**config.mk**
```make
export PLATFORM = sky130hd
export DESIGN_NAME = beam_power_trigger
export DESIGN_NICKNAME = d
export VERILOG_FILES = /design/src/rtl/pueo_beam_pkg.sv /design/src/rtl/beam_power_boxcar.sv /design/src/rtl/beam_power_trigger.sv
export SDC_FILE = /design/constraint.sdc
export NUM_CORES = 1
export LEC_CHECK = 0
export CORE_MARGIN = 3
export CORE_UTILIZATION = 55
export DETAILED_ROUTE_END_ITERATION = 16
export MAX_ROUTING_LAYER = met4
export PLACE_DENSITY = 0.8
export SLEW_MARGIN = 20
export SYNTH_ARGS = -nofsm -noshare
export SYNTH_HDL_FRONTEND = slang
export SYNTH_SLANG_ARGS = --single-unit
```
**constraint.sdc**
```tcl
create_clock -name clk_i -period 7.4 [get_ports clk_i]
set_input_delay 1.48 -clock clk_i [delete_from_list [all_inputs] [get_ports clk_i]]
set_output_delay 1.48 -clock clk_i [all_outputs]
set_load 0.01 [all_outputs]
```
**src/rtl/pueo_beam_pkg.sv**
```systemverilog
// Shared constants and helpers for the per-beam power trigger datapath.
package pueo_beam_pkg;

    localparam int DEF_NSAMP  = 8;
    localparam int DEF_SQBITS = 14;
    localparam int CNTBITS    = 16;

    typedef enum logic {
        IDLE = 1'b0,
        HOLD = 1'b1
    } trigState_t;

    // Accumulator width that can hold NWIN clocks of NSAMP full-scale squares.
    function automatic int accBits(input int nsamp, input int sqbits, input int nwin);
        return sqbits + $clog2(nsamp) + $clog2(nwin);
    endfunction

endpackage

```
**src/rtl/beam_power_boxcar.sv**
```systemverilog
// Per-clock sum of squares followed by an NWIN-clock boxcar integrator and a
// fill tracker that marks when the window holds only valid data.
module beam_power_boxcar
    import pueo_beam_pkg::*;
#(
    parameter int NSAMP  = DEF_NSAMP,
    parameter int SQBITS = DEF_SQBITS,
    parameter int NWIN   = 4,
    localparam int ACCBITS = accBits(NSAMP, SQBITS, NWIN)
) (
    input  logic                    clk_i,
    input  logic                    rst_i,
    input  logic [NSAMP*SQBITS-1:0] sq_i,
    input  logic                    sq_valid_i,
    output logic [ACCBITS-1:0]      power_o,
    output logic                    power_vld_o
);

    localparam int SUMBITS  = SQBITS + $clog2(NSAMP);
    localparam int FILLBITS = $clog2(NWIN + 1);

    logic [NSAMP*SQBITS-1:0] sq_p0;
    logic                    vld_p0;
    logic [SUMBITS-1:0]      sumNext;
    logic [SUMBITS-1:0]      sum_p1;
    logic                    vld_p1;
    logic [SUMBITS-1:0]      dly_p2 [NWIN];
    logic [ACCBITS-1:0]      acc_p2;
    logic [FILLBITS-1:0]     fill_p2;

    // Invalid clocks contribute zero so the window keeps sliding.
    always_comb begin
        sumNext = '0;
        if (vld_p0) begin
            for (int k = 0; k < NSAMP; k++) begin
                sumNext = sumNext + SUMBITS'(sq_p0[SQBITS*k +: SQBITS]);
            end
        end
    end

    always_ff @(posedge clk_i) begin
        if (rst_i) begin
            sq_p0   <= '0;
            vld_p0  <= 1'b0;
            sum_p1  <= '0;
            vld_p1  <= 1'b0;
            acc_p2  <= '0;
            fill_p2 <= '0;
            for (int k = 0; k < NWIN; k++) begin
                dly_p2[k] <= '0;
            end
        end else begin
            // C0: input capture
            sq_p0  <= sq_i;
            vld_p0 <= sq_valid_i;
            // C1: sum of squares
            sum_p1 <= sumNext;
            vld_p1 <= vld_p0;
            // C2: running boxcar; oldest term leaves as the newest enters
            acc_p2    <= acc_p2 + ACCBITS'(sum_p1) - ACCBITS'(dly_p2[NWIN-1]);
            dly_p2[0] <= sum_p1;
            for (int k = 1; k < NWIN; k++) begin
                dly_p2[k] <= dly_p2[k-1];
            end
            if (!vld_p1) begin
                fill_p2 <= '0;
            end else if (fill_p2 != FILLBITS'(NWIN)) begin
                fill_p2 <= fill_p2 + 1'b1;
            end
        end
    end

    assign power_o     = acc_p2;
    assign power_vld_o = (fill_p2 == FILLBITS'(NWIN));

endmodule

```
**src/rtl/beam_power_trigger.sv**
```systemverilog
// Per-beam power trigger: boxcar power vs. runtime threshold, one-clock trigger
// pulse with holdoff, and a saturating trigger counter.
module beam_power_trigger
    import pueo_beam_pkg::*;
#(
    parameter int NSAMP   = DEF_NSAMP,
    parameter int SQBITS  = DEF_SQBITS,
    parameter int NWIN    = 4,
    parameter int HOLDOFF = 16,
    localparam int ACCBITS = accBits(NSAMP, SQBITS, NWIN)
) (
    input  logic                    clk_i,
    input  logic                    rst_i,
    input  logic [NSAMP*SQBITS-1:0] sq_i,
    input  logic                    sq_valid_i,
    input  logic [ACCBITS-1:0]      thresh_i,
    input  logic                    thresh_wr_i,
    output logic                    thresh_ack_o,
    input  logic                    cnt_clr_i,
    output logic [ACCBITS-1:0]      power_o,
    output logic                    power_vld_o,
    output logic                    trig_o,
    output logic [CNTBITS-1:0]      trig_count_o
);

    localparam int HOLDBITS = (HOLDOFF > 1) ? $clog2(HOLDOFF) : 1;

    trigState_t           state;
    logic [HOLDBITS-1:0]  holdCnt;
    logic [ACCBITS-1:0]   threshReg;

    function automatic logic [CNTBITS-1:0] satInc(input logic [CNTBITS-1:0] v);
        return (v == '1) ? v : v + 1'b1;
    endfunction

    beam_power_boxcar #(
        .NSAMP (NSAMP),
        .SQBITS(SQBITS),
        .NWIN  (NWIN)
    ) boxcar (
        .clk_i      (clk_i),
        .rst_i      (rst_i),
        .sq_i       (sq_i),
        .sq_valid_i (sq_valid_i),
        .power_o    (power_o),
        .power_vld_o(power_vld_o)
    );

    always_ff @(posedge clk_i) begin
        if (rst_i) begin
            threshReg    <= '1;
            thresh_ack_o <= 1'b0;
            state        <= IDLE;
            holdCnt      <= '0;
            trig_o       <= 1'b0;
            trig_count_o <= '0;
        end else begin
            thresh_ack_o <= thresh_wr_i;
            if (thresh_wr_i) begin
                threshReg <= thresh_i;
            end

            // C3: trigger decision on the registered power
            case (state)
                IDLE: begin
                    if (power_vld_o && (power_o > threshReg)) begin
                        trig_o  <= 1'b1;
                        state   <= HOLD;
                        holdCnt <= HOLDBITS'(HOLDOFF - 1);
                    end else begin
                        trig_o <= 1'b0;
                    end
                end
                HOLD: begin
                    trig_o <= 1'b0;
                    if (holdCnt == '0) begin
                        state <= IDLE;
                    end else begin
                        holdCnt <= holdCnt - 1'b1;
                    end
                end
            endcase

            // A clear landing on the trigger pulse still counts that trigger.
            if (trig_o) begin
                trig_count_o <= cnt_clr_i ? CNTBITS'(1) : satInc(trig_count_o);
            end else if (cnt_clr_i) begin
                trig_count_o <= '0;
            end
        end
    end

endmodule

```
==> reports/results.ini, run 1 <==
[outcome]
status=finished clean

[timing]
relSlewSlack=0.467
worstMarginPinSlew_ns=0.800
hold_violations=0
post-route-min-period_ns=5.69
setup_slack_ns=1.71
hold_ws_ns=0.433
rsz0062_at_grt=false
worst_clock_skew_ns=0.0119
drv_slew=0
fmax_mhz=176
layout_worst_path_cycle_share=0.768
setup_tns_ns=0
setup_viol_count_final=0

[floorplan]
num_rows=54
core_sq_mm=0.0222
boundaryPins=174
die_w_um=157
die_y_um=157
start_util=0.569
dieArea_sq_mm=0.0248

[critical_path]
r2r_slack_ns=1.71
end_kind=flip-flop
worstSetupPathType=reg -> reg
cp.depth=21
crit_slowest_cell=fa_1
r2r_end=boxcar.sum_p1[16]
reg2regPathDepth=21
crit_chain=ha_1 > inv_1 > fa_1 > nor2b_1 > o31a_1 > o2111ai_1 > o21ai_1 > o311ai_1 > nand2_1 > fa_1 > fa_1 > fa_1 > inv_1 > fa_1 > ha_1 > o21ai_0 > o21ai_0 > a21o_1 > a31oi_2 > xnor2_1 > and2_1
crit_path_frequent_cell=fa_1
worst-path-buf-inv=2
critPathLaunchType=flip-flop
crit_fanout=6
timing.rr.start=boxcar.sq_p0[0]
arrival_ns=6.10
required_ns=7.81
cp_top_family=adder cells
max_stage_delay_ns=0.54

[cts]
clockRootBuffer=clkbuf_16
post_cts_buffers=0
clock-sinks=263
ctsHoldBuffers=0
clk_pin_slew_ns=0.06
cts-buffers-inserted=26
clk_latency_ns=0.52
cts_tree=yes
cts_buffer_depth=3
cts_resized=0
htreeDepth=1

[global_routing]
globalRouteTotalUtil=0.207
grt_pass1_vias=8980
antenna_found_initial=0
grt.overflow.total=0
grt_max_degree=115
grt_pass1_wl_mm=40.8

[worst_hold_path]
whs_path_depth=1
hold_end=boxcar.dly_p2[3][5]
hp-start=boxcar.dly_p2[2][5]
worstHoldPathType=reg -> reg

[layout]
final_cell_mix=dfxtp_1, inv_1, nor2b_1
layout_commonest_cell=dfxtp_1
area_growth_pct=22.6
fin_util=0.698
nNetsFinal=1755
diodes=0
drive_above_1_share=0.0454
stdcell_count=1755
fin_area_sq_mm=0.0155

[synthesis]
yosys_warnings=0
syn_area_sq_mm=0.0126
synth_nets=1587
synth_area_leaders=dfxtp_1, fa_1, nor2b_1, ha_1, inv_1
synth_enable_flop_cells=0
ys.flop_type=dfxtp_1
ys_seq_elements=263
avgSynthCellArea_sq_um=9.80
synth_area_leader_cell=dfxtp_1
synthCells=1287
netlist-cell-type-count=65
synth_seq_area_share=0.417
ys_async_sr_fraction=0
synth_top_area_share=0.417

[drt]
viasPerCell=5.01
ant_nets=0
routed_wl_mm=24.7
routed-via-count=8789
drtPass1Iterations=5
drt-initial-drc-count=407
routedWlPerCell_um=14.1
drcViolationCount=0

[pwr]
peakVddDrop_v=0.000190
p_leak_nw=6.72
p_per_area_mw_per_mm2=368
finalPower_mw=5.68

[placed_design]
gp_congestion=0.834
postPlaceCellArea_sq_mm=0.0146
place_ws_ns=1.77
portBuffers=173
dpl.hpwl_mm=19.0
placed_cells=1707

[job]
cap_viol_max_count=0

## registers in the layout (all words and copies together) (netlist names)
| name | count |
|---|---|
| boxcar.dly_p2 | 68 |
| thresh_ack_o | 1 |
| state | 1 |
| boxcar.vld_p0 | 1 |
| trig_count_o | 16 |
| boxcar.vld_p1 | 1 |
| boxcar.power_o | 19 |
| boxcar.sq_p0 | 112 |
| boxcar.fill_p2 | 3 |
| holdCnt | 4 |
| boxcar.sum_p1 | 17 |
| trig_o | 1 |
| threshReg | 19 |
## synth_stat cells (3+ instances only)
master and number:
a31oi_1 3, or2_1 3, nand3_1 17, and3_1 3, o31a_1 3, and2_1 6
o21ai_0 26, nand2b_1 4, clkbuf_1 32, o21a_1 11, nor2_1 70, nor4_1 6
nor2b_1 174, or3_1 4, ha_1 78, inv_1 204, nand3b_1 3, or2_2 3
o211ai_1 25, nand2_1 59, xor2_1 15, a211oi_1 10, nor3_1 24, xnor2_1 23
o21bai_1 4, nand4_1 8, a21oi_1 50, o21ai_1 7, dfxtp_1 263, a21oi_2 3
a31o_2 3, a21o_1 15, fa_1 86
## report_power, final
part           leakage, nW  internal (mW)  switching, mW
Combinational         4.12           1.23           1.49
Clock                0.435          0.793          0.526
Sequential            2.16           1.56         0.0762
## logic make-up after synthesis
family | synth area share
adder cells (fa/ha/maj) | 0.214
AND/OR/NAND/NOR | 0.171
buffers and inverters | 0.0718
XOR/XNOR | 0.0264
AO/OA/AOI/OAI | 0.0965
flip-flops | 0.417
multiplexers | 0.00258
## worst max-delay path by stage
stage                               start  slack (ns)                end
final                     boxcar.sq_p0[0]        1.71  boxcar.sum_p1[16]
after global routing      boxcar.sq_p0[1]        1.37  boxcar.sum_p1[14]
after CTS                 boxcar.sq_p0[0]        1.76  boxcar.sum_p1[16]
after detailed placement  boxcar.sq_p0[1]        1.77  boxcar.sum_p1[14]
after global placement    boxcar.sq_p0[0]        1.98  boxcar.sum_p1[16]
after floorplan           boxcar.sq_p0[0]        2.24  boxcar.sum_p1[14]
## worst reg2reg max path: stages (launching register included)
cell and delay [ns]:
dfxtp_1 0.30, ha_1 0.22, inv_1 0.08, fa_1 0.21, nor2b_1 0.07, o31a_1 0.28
o2111ai_1 0.30, o21ai_1 0.12, o311ai_1 0.36, nand2_1 0.12, fa_1 0.47, fa_1 0.51
fa_1 0.54, inv_1 0.05, fa_1 0.45, ha_1 0.39, o21ai_0 0.34, o21ai_0 0.18
a21o_1 0.20, a31oi_2 0.16, xnor2_1 0.08, and2_1 0.15
## per-layer routing
| layer | up-vias | track usage | share of wire |
|---|---|---|---|
| met5 | - | - | 0 |
| met4 | 0 | 0.0682 | 0.028 |
| met3 | 49 | 0.0344 | 0.052 |
| met2 | 233 | 0.358 | 0.48 |
| met1 | 4056 | 0.248 | 0.44 |
| li1 | 4451 | - | - |
## cell type report
type                            count  area, sq um
Fill cell                        1713         6690
Sequential cell                   263         5270
Tap cell                          280          350
Clock inverter                      6         61.3
Clock buffer                       42          822
Inverter                          204          766
Multi-Input combinational cell    784         6440
Timing Repair Buffer              176         1760
Power figures use the tool's default switching activity.
==> inputs of run 2 (changes only) <==
==> constraint.sdc (replaced) <==
create_clock -name clk_i -period 5.5 [get_ports clk_i]
set_input_delay 1.1 -clock clk_i [delete_from_list [all_inputs] [get_ports clk_i]]
set_output_delay 1.1 -clock clk_i [all_outputs]
set_load 0.01 [all_outputs]
==> run 2 against run 1 <==
Net effect: clock-buffer cell count fell by 10; clock power rose by 31%; combinational power rose by 44%; via count rose by 1.6%; non-clock buffer count rose by 10; sequential share of layout area fell by 0.35 points; wire length fell by 0.24%; largest cell class unchanged; global-route usage fell by 0.38 points; utilization rose by 0.75 points; worst hold slack got worse by 0.0010 ns; total power rose by 38%; clock skew fell by 0.0028 ns; highest routed layer unchanged.
==> reports/results.ini, run 2 (synthesis gave the netlist of run 1 again) <==
[outcome]
status=finished clean

[cts]
clk_latency_ns=0.52
htreeDepth=1
cts_tree=yes
clock-sinks=263
cts_buffer_depth=3
cts-buffers-inserted=26
clk_pin_slew_ns=0.06
clockRootBuffer=clkbuf_16

[critical_path]
critPathLaunchType=flip-flop
r2r_end=boxcar.sum_p1[14]
timing.rr.start=boxcar.sq_p0[14]
crit_path_start=boxcar.sq_p0[14]
crit_chain=ha_4 > inv_2 > fa_2 > nor2b_2 > o31a_1 > o21ai_2 > o21ai_2 > a21oi_2 > xnor2_1 > fa_1 > inv_2 > fa_1 > fa_2 > fa_1 > inv_1 > ha_2 > or4_4 > nor3_4 > a21oi_4 > a41oi_2 > xor2_1 > nor2_1
reg2regPathDepth=22
r2r_slack_ns=0.17
crit_fanout=4
cp_top_family=adder cells
required_ns=5.90
cp.depth=22
max_stage_delay_ns=0.55
worstSetupPathType=reg -> reg
worst-path-buf-inv=3
crit_slowest_cell=or4_4
arrival_ns=5.73
crit_path_frequent_cell=fa_1
crit_end=boxcar.sum_p1[14]
end_kind=flip-flop

[global_routing]
globalRouteTotalUtil=0.203
met2_usage=0.342
antenna_found_initial=0
grt_pass1_vias=8955
grt.overflow.total=0
use_met3=0.0291
grt_pass1_wl_mm=40.6
grt_busiest_layer=met2
grt_max_degree=119
gr-usage-met1=0.257

[drt]
routedWlPerCell_um=14.0
drt-initial-drc-count=433
routed_wl_mm=24.7
routed-via-count=8931
ant_nets=0
drcViolationCount=0
viasPerCell=5.07
drtPass1Iterations=7

[layout]
top_register=boxcar.sq_p0
reg_top3=boxcar.sq_p0: 112 flops, boxcar.dly_p2: 68 flops
nFillCells=1640
layout_commonest_cell=dfxtp_1
diodes=0
area_growth_pct=23.9
final_cell_mix=dfxtp_1, inv_1, nor2b_1
regArea_sq_mm=0.00527
largest_reg_flops=112
stdcell_count=1760
nNetsFinal=1765
multiInputGateArea_sq_mm=0.00658
drive_above_1_share=0.0703

[job]
cap_viol_max_count=0

[pwr]
power_frac_clock=0.219
p_int_mw=4.92
peakVddDrop_v=0.000284
p_leak_nw=6.75
combPwrFrac=0.501
sw_frac_of_total=0.375
p_per_area_mw_per_mm2=503
p_sw_mw=2.95
seq_power_share=0.280

[timing]
drv_slew=0
rsz0062_at_grt=true
hold_violations=0
setup_viol_count_final=0
worst_clock_skew_ns=0.00916
fmax_mhz=187
post-route-min-period_ns=5.33
worstMarginPinSlew_ns=0.825
layout_worst_path_cycle_share=0.970
relSlewSlack=0.450
hold_ws_ns=0.432

[floorplan]
dieArea_sq_mm=0.0248
num_rows=54
boundaryPins=174
die_y_um=157
die_w_um=157
core_sq_mm=0.0222
start_util=0.569

[worst_hold_path]
worstHoldPathType=reg -> reg
whs_path_depth=1

[placed_design]
dpl.hpwl_mm=18.5
gp_congestion=0.856
placed_cells=1710
portBuffers=173

[run 2: cell type report]
type,instances,area share
clock buffer,32,0.0463
clock inverter,11,0.00704
inverter,204,0.0490
multi-input combinational,784,0.421
sequential,263,0.337
tap,280,0.0224
timing repair buffer,186,0.117
[run 2: what timing repair did]
item / in CTS / in global routing
setup buffers: 0 / 7
setup endpoints to repair: 4 / 8
gates resized for setup: 6 / 32
pin swaps: 1 / 24
hold buffers: 0 / 0
[run 2: worst min path at each step]
stage / start / endpoint / slack, ns
after floorplan: boxcar.dly_p2[0][0] / boxcar.dly_p2[1][0] / 0.41
after global placement: boxcar.dly_p2[1][5] / boxcar.dly_p2[2][5] / 0.42
after detailed placement: boxcar.dly_p2[1][5] / boxcar.dly_p2[2][5] / 0.42
after CTS: boxcar.dly_p2[1][5] / boxcar.dly_p2[2][5] / 0.43
after global routing: boxcar.dly_p2[1][5] / boxcar.dly_p2[2][5] / 0.45
final: boxcar.dly_p2[2][5] / boxcar.dly_p2[3][5] / 0.43
[run 2: per-stage QoR]
stage / power, mW / util / setup WS [ns] / setup TNS [ns] / instance area, sq um
floorplan: 5.05 / - / 0.336 / 0 / 12600
global placement: 5.77 / 0.659 / 0.144 / 0 / 14600
detailed placement: 5.88 / 0.659 / -0.0182 / -0.0260 / 14600
CTS: 7.68 / 0.697 / 0.00741 / 0 / 15500
global route: 8.50 / 0.705 / -0.0791 / -0.267 / 15600
finish: 7.87 / 0.705 / 0.166 / 0 / 15600
[run 2: worst register-to-register path: stages, from the launching register on]
cell     delay, ns
dfxtp_2       0.34
ha_4          0.15
inv_2         0.04
fa_2          0.37
nor2b_2       0.13
o31a_1        0.20
o21ai_2       0.10
o21ai_2       0.15
a21oi_2       0.07
xnor2_1       0.14
fa_1          0.50
inv_2         0.04
fa_1          0.53
fa_2          0.45
fa_1          0.51
inv_1         0.04
ha_2          0.17
or4_4         0.55
nor3_4        0.21
a21oi_4       0.10
a41oi_2       0.17
xor2_1        0.19
nor2_1        0.06
[run 2: metal layers]
metal | wire length [um] | share of wire
met2 | 11800 | 0.48
met4 | 726 | 0.029
met3 | 1190 | 0.048
met1 | 11000 | 0.45
met5 | 0 | 0
[run 2: power by group through the flow]
stage | clock [mW] | combinational [mW] | sequential [mW]
5_1_grt | 1.84 | 4.43 | 2.23
4_1_cts | 1.77 | 3.71 | 2.21
3_3_place_gp | 0 | 3.53 | 2.24
2_1_floorplan | 0 | 2.81 | 2.24
3_5_place_dp | 0 | 3.64 | 2.25
6_report | 1.73 | 3.94 | 2.20
